**src/rtl/atomic_crack_seq_if.sv**
```systemverilog
// Decode-side bundle for the atomic cracking sequencer: fetch controls in,
// micro-op tags, backpressure and status out.
interface atomic_crack_seq_if #(
    parameter int CNT_W = 32
);
    logic             halt;
    logic             flush;
    logic             exec_stall;
    logic             bubble_in;
    logic [4:0]       opcode;
    logic [1:0]       uop_kind;
    logic [1:0]       atomic_step;
    logic             is_atomic;
    logic             is_fetch_add;
    logic             decode_stall;
    logic             seq_done;
    logic             protocol_err;
    logic [CNT_W-1:0] atomic_count;

    modport master (
        output halt, flush, exec_stall, bubble_in, opcode,
        input  uop_kind, atomic_step, is_atomic, is_fetch_add, decode_stall,
               seq_done, protocol_err, atomic_count
    );

    modport slave (
        input  halt, flush, exec_stall, bubble_in, opcode,
        output uop_kind, atomic_step, is_atomic, is_fetch_add, decode_stall,
               seq_done, protocol_err, atomic_count
    );
endinterface

```
**src/rtl/atomic_crack_seq.sv**
```systemverilog
// Cracks swap (load, store) and fetch_add (load, add, store) into micro-ops,
// holding decode while steps remain and counting completed sequences.
module atomic_crack_seq #(
    parameter logic [4:0] OP_FADD_LO = 5'd16,
    parameter logic [4:0] OP_FADD_HI = 5'd18,
    parameter logic [4:0] OP_SWAP_LO = 5'd19,
    parameter logic [4:0] OP_SWAP_HI = 5'd21,
    parameter int         CNT_W      = 32
) (
    input  logic                clk,
    input  logic                rst_n,
    atomic_crack_seq_if.slave   bus
);

    typedef enum logic [1:0] {IDLE, S_ADD, S_ST} state_t;
    typedef enum logic [1:0] {UOP_PASS, UOP_LOAD, UOP_ADD, UOP_STORE} uop_t;

    state_t           state;
    logic             seq_fa;
    logic             seq_done_q;
    logic             err_q;
    logic [CNT_W-1:0] count_q;

    logic fa;
    logic sw;
    logic valid;
    logic type_match;
    uop_t uop;
    logic [1:0] step;
    logic atomic;
    logic stall;

    assign fa         = (bus.opcode >= OP_FADD_LO) && (bus.opcode <= OP_FADD_HI);
    assign sw         = (bus.opcode >= OP_SWAP_LO) && (bus.opcode <= OP_SWAP_HI);
    assign valid      = !bus.bubble_in;
    // The store step must see the same atomic flavour that started the sequence.
    assign type_match = seq_fa ? fa : sw;

    // NOTE: every always_comb output gets a default first, so no path leaves a latch.
    always_comb begin
        uop    = UOP_PASS;
        step   = 2'd0;
        atomic = 1'b0;
        stall  = 1'b0;
        if (valid) begin
            case (state)
                IDLE: begin
                    if (fa || sw) begin
                        uop    = UOP_LOAD;
                        atomic = 1'b1;
                        stall  = 1'b1;
                    end
                end
                S_ADD: begin
                    if (fa) begin
                        uop    = UOP_ADD;
                        step   = 2'd1;
                        atomic = 1'b1;
                        stall  = 1'b1;
                    end
                end
                S_ST: begin
                    if (type_match) begin
                        uop    = UOP_STORE;
                        step   = fa ? 2'd2 : 2'd1;
                        atomic = 1'b1;
                    end
                end
                default: ;
            endcase
        end
    end

    assign bus.uop_kind     = uop;
    assign bus.atomic_step  = step;
    assign bus.is_atomic    = atomic;
    assign bus.is_fetch_add = fa && atomic;
    assign bus.decode_stall = stall;
    assign bus.seq_done     = seq_done_q;
    assign bus.protocol_err = err_q;
    assign bus.atomic_count = count_q;

    // NOTE: sequential state uses non-blocking assignments so all registers update together.
    always_ff @(posedge clk or negedge rst_n) begin
        if (!rst_n) begin
            state      <= IDLE;
            seq_fa     <= 1'b0;
            seq_done_q <= 1'b0;
            err_q      <= 1'b0;
            count_q    <= '0;
        end else if (!bus.halt) begin
            seq_done_q <= 1'b0;
            if (!bus.exec_stall) begin
                if (bus.flush || !valid) begin
                    state <= IDLE;
                end else begin
                    case (state)
                        IDLE: begin
                            if (fa) begin
                                state  <= S_ADD;
                                seq_fa <= 1'b1;
                            end else if (sw) begin
                                state  <= S_ST;
                                seq_fa <= 1'b0;
                            end
                        end
                        S_ADD: begin
                            if (fa) begin
                                state <= S_ST;
                            end else begin
                                state <= IDLE;
                                err_q <= 1'b1;
                            end
                        end
                        S_ST: begin
                            state <= IDLE;
                            if (type_match) begin
                                seq_done_q <= 1'b1;
                                count_q    <= count_q + 1'b1;
                            end else begin
                                err_q <= 1'b1;
                            end
                        end
                        default: state <= IDLE;
                    endcase
                end
            end
        end
    end

endmodule
```
**src/flat_wrapper.sv**
```systemverilog
// flat-port wrapper written by rule: the top's interface ports become plain ports
module atomic_crack_seq_flat 
#(
    parameter logic [4:0] OP_FADD_LO = 5'd16,
    parameter logic [4:0] OP_FADD_HI = 5'd18,
    parameter logic [4:0] OP_SWAP_LO = 5'd19,
    parameter logic [4:0] OP_SWAP_HI = 5'd21,
    parameter int         CNT_W      = 32
)
  (clk, rst_n, bus_halt, bus_flush, bus_exec_stall, bus_bubble_in, bus_opcode, bus_uop_kind, bus_atomic_step, bus_is_atomic, bus_is_fetch_add, bus_decode_stall, bus_seq_done, bus_protocol_err, bus_atomic_count);
  atomic_crack_seq_if #(.CNT_W(CNT_W)) bus_i ();
  input  logic clk;
  input  logic rst_n;
  input wire logic [$bits(bus_i.halt)-1:0] bus_halt;
  input wire logic [$bits(bus_i.flush)-1:0] bus_flush;
  input wire logic [$bits(bus_i.exec_stall)-1:0] bus_exec_stall;
  input wire logic [$bits(bus_i.bubble_in)-1:0] bus_bubble_in;
  input wire logic [$bits(bus_i.opcode)-1:0] bus_opcode;
  output wire logic [$bits(bus_i.uop_kind)-1:0] bus_uop_kind;
  output wire logic [$bits(bus_i.atomic_step)-1:0] bus_atomic_step;
  output wire logic [$bits(bus_i.is_atomic)-1:0] bus_is_atomic;
  output wire logic [$bits(bus_i.is_fetch_add)-1:0] bus_is_fetch_add;
  output wire logic [$bits(bus_i.decode_stall)-1:0] bus_decode_stall;
  output wire logic [$bits(bus_i.seq_done)-1:0] bus_seq_done;
  output wire logic [$bits(bus_i.protocol_err)-1:0] bus_protocol_err;
  output wire logic [$bits(bus_i.atomic_count)-1:0] bus_atomic_count;
  assign bus_i.halt = bus_halt;
  assign bus_i.flush = bus_flush;
  assign bus_i.exec_stall = bus_exec_stall;
  assign bus_i.bubble_in = bus_bubble_in;
  assign bus_i.opcode = bus_opcode;
  assign bus_uop_kind = bus_i.uop_kind;
  assign bus_atomic_step = bus_i.atomic_step;
  assign bus_is_atomic = bus_i.is_atomic;
  assign bus_is_fetch_add = bus_i.is_fetch_add;
  assign bus_decode_stall = bus_i.decode_stall;
  assign bus_seq_done = bus_i.seq_done;
  assign bus_protocol_err = bus_i.protocol_err;
  assign bus_atomic_count = bus_i.atomic_count;
  atomic_crack_seq #(.OP_FADD_LO(OP_FADD_LO), .OP_FADD_HI(OP_FADD_HI), .OP_SWAP_LO(OP_SWAP_LO), .OP_SWAP_HI(OP_SWAP_HI), .CNT_W(CNT_W)) u_core (.clk(clk), .rst_n(rst_n), .bus(bus_i));
endmodule
```
**config.mk**
```make
export PLATFORM = sky130hd
export DESIGN_NAME = atomic_crack_seq_flat
export DESIGN_NICKNAME = d
export VERILOG_FILES = /design/src/rtl/atomic_crack_seq_if.sv /design/src/rtl/atomic_crack_seq.sv /design/src/flat_wrapper.sv
export SDC_FILE = /design/constraint.sdc
export NUM_CORES = 1
export LEC_CHECK = 0
export CAP_MARGIN = 5
export CORE_MARGIN = 4
export CORE_UTILIZATION = 53
export DETAILED_ROUTE_END_ITERATION = 8
export HOLD_SLACK_MARGIN = 0.08
export MAX_ROUTING_LAYER = met4
export PLACE_DENSITY_LB_ADDON = 0.25
export REMOVE_ABC_BUFFERS = 1
export SYNTH_ARGS = -nofsm -noshare
export SYNTH_HDL_FRONTEND = slang
export SYNTH_SLANG_ARGS = --single-unit
```
**constraint.sdc**
```tcl
create_clock -name clk -period 3.6 [get_ports clk]
set_input_delay 0.36 -clock clk [delete_from_list [all_inputs] [get_ports clk]]
set_output_delay 0.36 -clock clk [all_outputs]
set_load 0.01 [all_outputs]
```
* Yosys cells after proc, flatten, opt, wreduce, memory -nomap -nowiden
Cells that the tools add are included.
Widths: inputs -> output; s select.
** Word-level totals
- Input bits :: 11
- Output and inout port bits :: 41
- Word-level logic and storage cells :: 60
- Register bits :: 37
** Operators by class
- Reductions and logical operators :: 12
- Equal/unequal tests :: 5
- Magnitude comparators :: 4
- Muxes and demuxes :: 30
- $add $sub $neg :: 1
- Bitwise gates (word level) :: 3
** Operators with widths (count)
- $add 32x1->32 const B :: 1
- $mux 2 :: 9
- $mux 1 :: 15
- $ge 5x5->1 const B :: 2
- $le 5x5->1 const B :: 2
- $reduce_and 5->1 :: 2
- $pmux 2 s2 :: 2
- $pmux 2 s3 :: 1
- $reduce_and 6->1 :: 1
- $ne 2x2->1 const B :: 2
- $ne 4x1->1 const B :: 1
- $pmux 1 s2 :: 2
- $reduce_bool 2->1 :: 2
- $logic_and 1x1->1 :: 3
- $not 1->1 :: 3
- $pmux 1 s3 :: 1
- $reduce_and 3->1 :: 1
- $eq 2x1->1 const B :: 1
- $eq 2x2->1 const B :: 1
- $logic_not 2->1 :: 1
- $logic_or 1x1->1 :: 2

* Logic depth before layout (Yosys ltp)
- Depth after elaboration :: 7
- Gate-level depth with buffers :: 7
- Mapped depth without buffers :: 6

* Worst setup path before layout
Ideal clock, no wire load.
- Kind :: register -> output
- Start point :: reg u_core.state[0]
- End point :: out bus_atomic_step[1]
- Setup slack :: 1578 ps
- Buffers on the path :: 1
- Cell stages (with the launch flop) :: 7
- Arrival time :: 1662 ps
- Required time :: 3240 ps
- Cells stage by stage :: dfrtp_1 -> inv_1 -> ha_1 -> nand3b_1 -> or2_2 -> clkbuf_1 -> nor3b_1
** On the way
- Longest elaborated chain between the ends :: 3
- Elaborated cells on any way between the ends :: 4
- Classes of those cells :: 2 x eq/ne; 2 x mux
** RTL lines
- start: declaration :: line atomic_crack_seq.sv:18 : state_t state;
- start signal: assignment :: line atomic_crack_seq.sv:86 : state <= IDLE;
- start signal: assignment :: line atomic_crack_seq.sv:95 : state <= IDLE;
- start signal: assignment :: line atomic_crack_seq.sv:100 : state <= S_ADD;
- $eq 2x2->1 or $eq 2x1->1 (tied branches) :: line atomic_crack_seq.sv:46 : case (state)
- $pmux 2 s2 * :: line atomic_crack_seq.sv:46
- $mux 2 * :: line atomic_crack_seq.sv:45 : if (valid) begin
- end: declaration :: line flat_wrapper.sv:20 : output wire logic [$bits(bus_i.atomic_step)-1:0] bus_atomic_step;
Mark *: on every way between the ends. The rest lies on a longest branch, timed or not.

* Final worst setup path
- Start point :: in bus_opcode[2]
- End point :: out bus_atomic_step[1]
** On the way
- Longest elaborated chain between the ends :: 6
- Elaborated cells on any way between the ends :: 11
- Classes of those cells :: 4 x order compare; 5 x mux; 2 x reduce/logical
** RTL lines
- start: declaration :: line flat_wrapper.sv:18 : input wire logic [$bits(bus_i.opcode)-1:0] bus_opcode;
- $ge 5x5->1, or another cell as far along :: line atomic_crack_seq.sv:33 : assign fa = (bus.opcode >= OP_FADD_LO) && (bus.opcode <= OP_FADD_HI);
- $logic_and 1x1->1, on equally long branches :: line atomic_crack_seq.sv:33, atomic_crack_seq.sv:34
- $mux 2 or $mux 1 (tied branches) :: line atomic_crack_seq.sv:65, atomic_crack_seq.sv:37
- $mux 2 * :: line atomic_crack_seq.sv:63 : if (type_match) begin
- $pmux 2 s2 * :: line atomic_crack_seq.sv:46
- $mux 2 * :: line atomic_crack_seq.sv:45
Marks and branches as above.

==> flow_summary.yaml <==
run_status:
  status: "finished clean"
setup_path:
  path_class: "in -> out"
  critPathMaxFanout: 7
  crit_start: "bus_opcode[2]"
  cp-start-kind: "input pin"
  worstPathArrival_ns: 2.67
  r2r_start: "u_core.seq_fa"
  cp-end-kind: "output port"
  required_ns: 3.24
  rr_worst_depth: 5
global_routing:
  met3_usage_pct: 3.977
  grt_pass1_wl_mm: 8.473
  grt_antenna_before_repair: 0
  grt_use_met2_pct: 30.07
  top_usage_layer: "met1"
  grt_pass1_vias: 1739
  grt_max_degree: 28
  gr-usage-all-layers_pct: 21.58
  gr-usage-met1_pct: 31.11
  grt-ovfl-total: 0
sta:
  max-slew-margin-rel_pct: 45.93
  worstMarginPinSlew_ns: 0.8086
  maxSlewViolCount: 0
  holdWs_ns: 0.4630
  skew_ns: 0.006661
  setup_viol_count_final: 0
  fin_crit_sh_pct: 84.11
  tns_ns: 0
  finalCriticalPeriod_ns: 3.028
  rsz0062_at_grt: "false"
  fmax_mhz: 330.3
  timing.final.hold_violations: 0
synth:
  yosys_register_bits: 37
  syn_inst: 200
  avgSynthCellArea_um2: 10.55
  ys_async_sr_fraction_pct: 100.0
  synth_edf_count: 0
  yosysTopAreaCell: "dfrtp_1"
  yosysWarnings: 0
  yosys-top-cells-area: "dfrtp_1 44%, xor2_1 13%, nor4_1 5.3%"
  synth_area_mm2: 0.002110
  synth_ff_type: "dfrtp_1"
  ys_types: 44
  netlist.area_leader.share_pct: 43.89
  seq_area_frac_synth_pct: 43.89
place:
  place_area_mm2: 0.002675
  place_inst: 292
  port_buffers: 51
  place.gp.congestion: 0.9131
  hpwl_mm: 3.558
route:
  vias: 1752
  drt_iter0_markers: 128
  wirelength_mm: 4.977
  final_antenna_net_count: 0
  drc: 0
  via_per_inst: 5.840
  routedWlPerCell_um: 16.59
  drt_first_pass_iters: 4
power:
  totalPowerFinal_uw: 815.3
  power_density_mw_per_mm2: 295.9
  power.leakage_nw: 1.269
  peakVddDrop_mv: 0.1921
die:
  initial_core_util_pct: 56.35
  std_cell_rows: 22
  dieWidth_um: 71.09
  die_y_um: 71.09
  core_mm2: 0.003744
  pin_count: 52
  die_area_mm2: 0.005054
clock_tree:
  cts_hold_buffers: 0
  htreeDepth: 2
  cts_tree: "yes"
  cts.sinks: 37
  clkLatencyLatePin_ns: 0.28
  root_buffer: "clkbuf_8"
  path_clk_slew_ns: 0.07
  cts_buffers: 5
  post_cts_resize_count: 0
  clockBufferDepth: 2
  cts_setup_buffers: 0
cells_and_area:
  final_cell_mix: "51 x clkdlybuf4s50_1, 37 x dfrtp_1, 31 x xor2_1"
  drive_gt1_share_pct: 7.937
  fin_area_mm2: 0.002755
  final_nets: 267
  n_antenna_cell: 0
  instances_no_fill: 300
  final_common_cell: "clkdlybuf4s50_1"
  syn2layout_area_growth_pct: 30.60
run:
  maxCapViolCount: 0
min_path:
  hold_depth: 1
  worst_hold_startpoint: "u_core.bus.atomic_count[31]"
  hold_path.class: "reg -> reg"
-- registers in the layout, indices dropped and copies added (netlist names) --
name / cells
u_core.state: 2
u_core.seq_fa: 1
u_core.bus.atomic_count: 32
u_core.bus.protocol_err: 1
u_core.bus.seq_done: 1
-- synth_stat cells (2+ instances only) --
master    count
nand3_1       8
nor3b_1       2
or2_2         2
xor2_1       31
a32o_1        2
buf_1         3
inv_1         3
a21oi_1       7
nor4b_1       4
and3_1        5
or3_1         2
and2_1        2
nand4_1      11
nor4_1       18
ha_1          5
a211oi_1      2
nor3_1        4
buf_2         2
dfrtp_1      37
and4_1        7
nor2_1        3
clkbuf_1      5
nand2b_1      3
nand2_1      12
-- final cells by class --
cell class                      instances  area (um^2)
Clock buffer                            8        80.08
Fill cell                             286        988.4
Inverter                                3        11.26
Multi-Input combinational cell        150         1145
Sequential cell                        37        925.9
Tap cell                               48        60.06
Timing Repair Buffer                   54        533.0
-- worst paths after layout --
| path | to | slack [ns] |
|---|---|---|
| setup / recovery | bus_atomic_step[1] | 0.57 |
| max in group asynchronous | u_core.bus.atomic_count[1] | 2.28 |
| hold / removal | u_core.bus.atomic_count[31] | 0.46 |
| setup reg to reg | u_core.bus.atomic_count[1] | 1.44 |
| min in group asynchronous | u_core.bus.atomic_count[17] | 0.54 |
| hold reg to reg | u_core.bus.atomic_count[31] | 0.46 |
-- power breakdown --
group          internal, mW  switching (mW)  total [mW]  leakage [nW]
clock network         0.138           0.134       0.272        0.0395
registers             0.425         0.00824       0.433         0.514
logic                0.0470          0.0637       0.111         0.716
-- worst max-delay path: stages --
cell             delay (ns)
clkdlybuf4s50_1        0.50
nor4bb_1               0.51
a211oi_4               0.12
or2_2                  0.37
nor3b_1                0.23
clkdlybuf4s50_1        0.57
-- cells by family (layout without fill, tap and decap cells) --
kind of cell	Yosys count	count (layout)	synth area share, %
buf+inv	13	65	2.432
xor+xnor	32	32	13.29
fa+ha+maj	5	5	2.966
simple gates	95	95	31.26
mux	2	2	1.008
flops	37	37	43.89
compound gates	16	16	5.160
-- per-layer routing --
layer  part of all wire, %  vias up
li1                      -      851
met2                    46       60
met3                   5.3        6
met5                     0        -
met4                  0.94        0
met1                    47      835
-- stage by stage --
step	util, %	setup WS [ns]
2_1_floorplan	-	0.08098
3_3_place_gp	71.46	0.6870
3_5_place_dp	71.46	0.6028
4_1_cts	73.60	0.5907
5_1_grt	73.60	0.4490
6_report	73.60	0.5722
No activity file was read; power rests on OpenSTA's default activity.
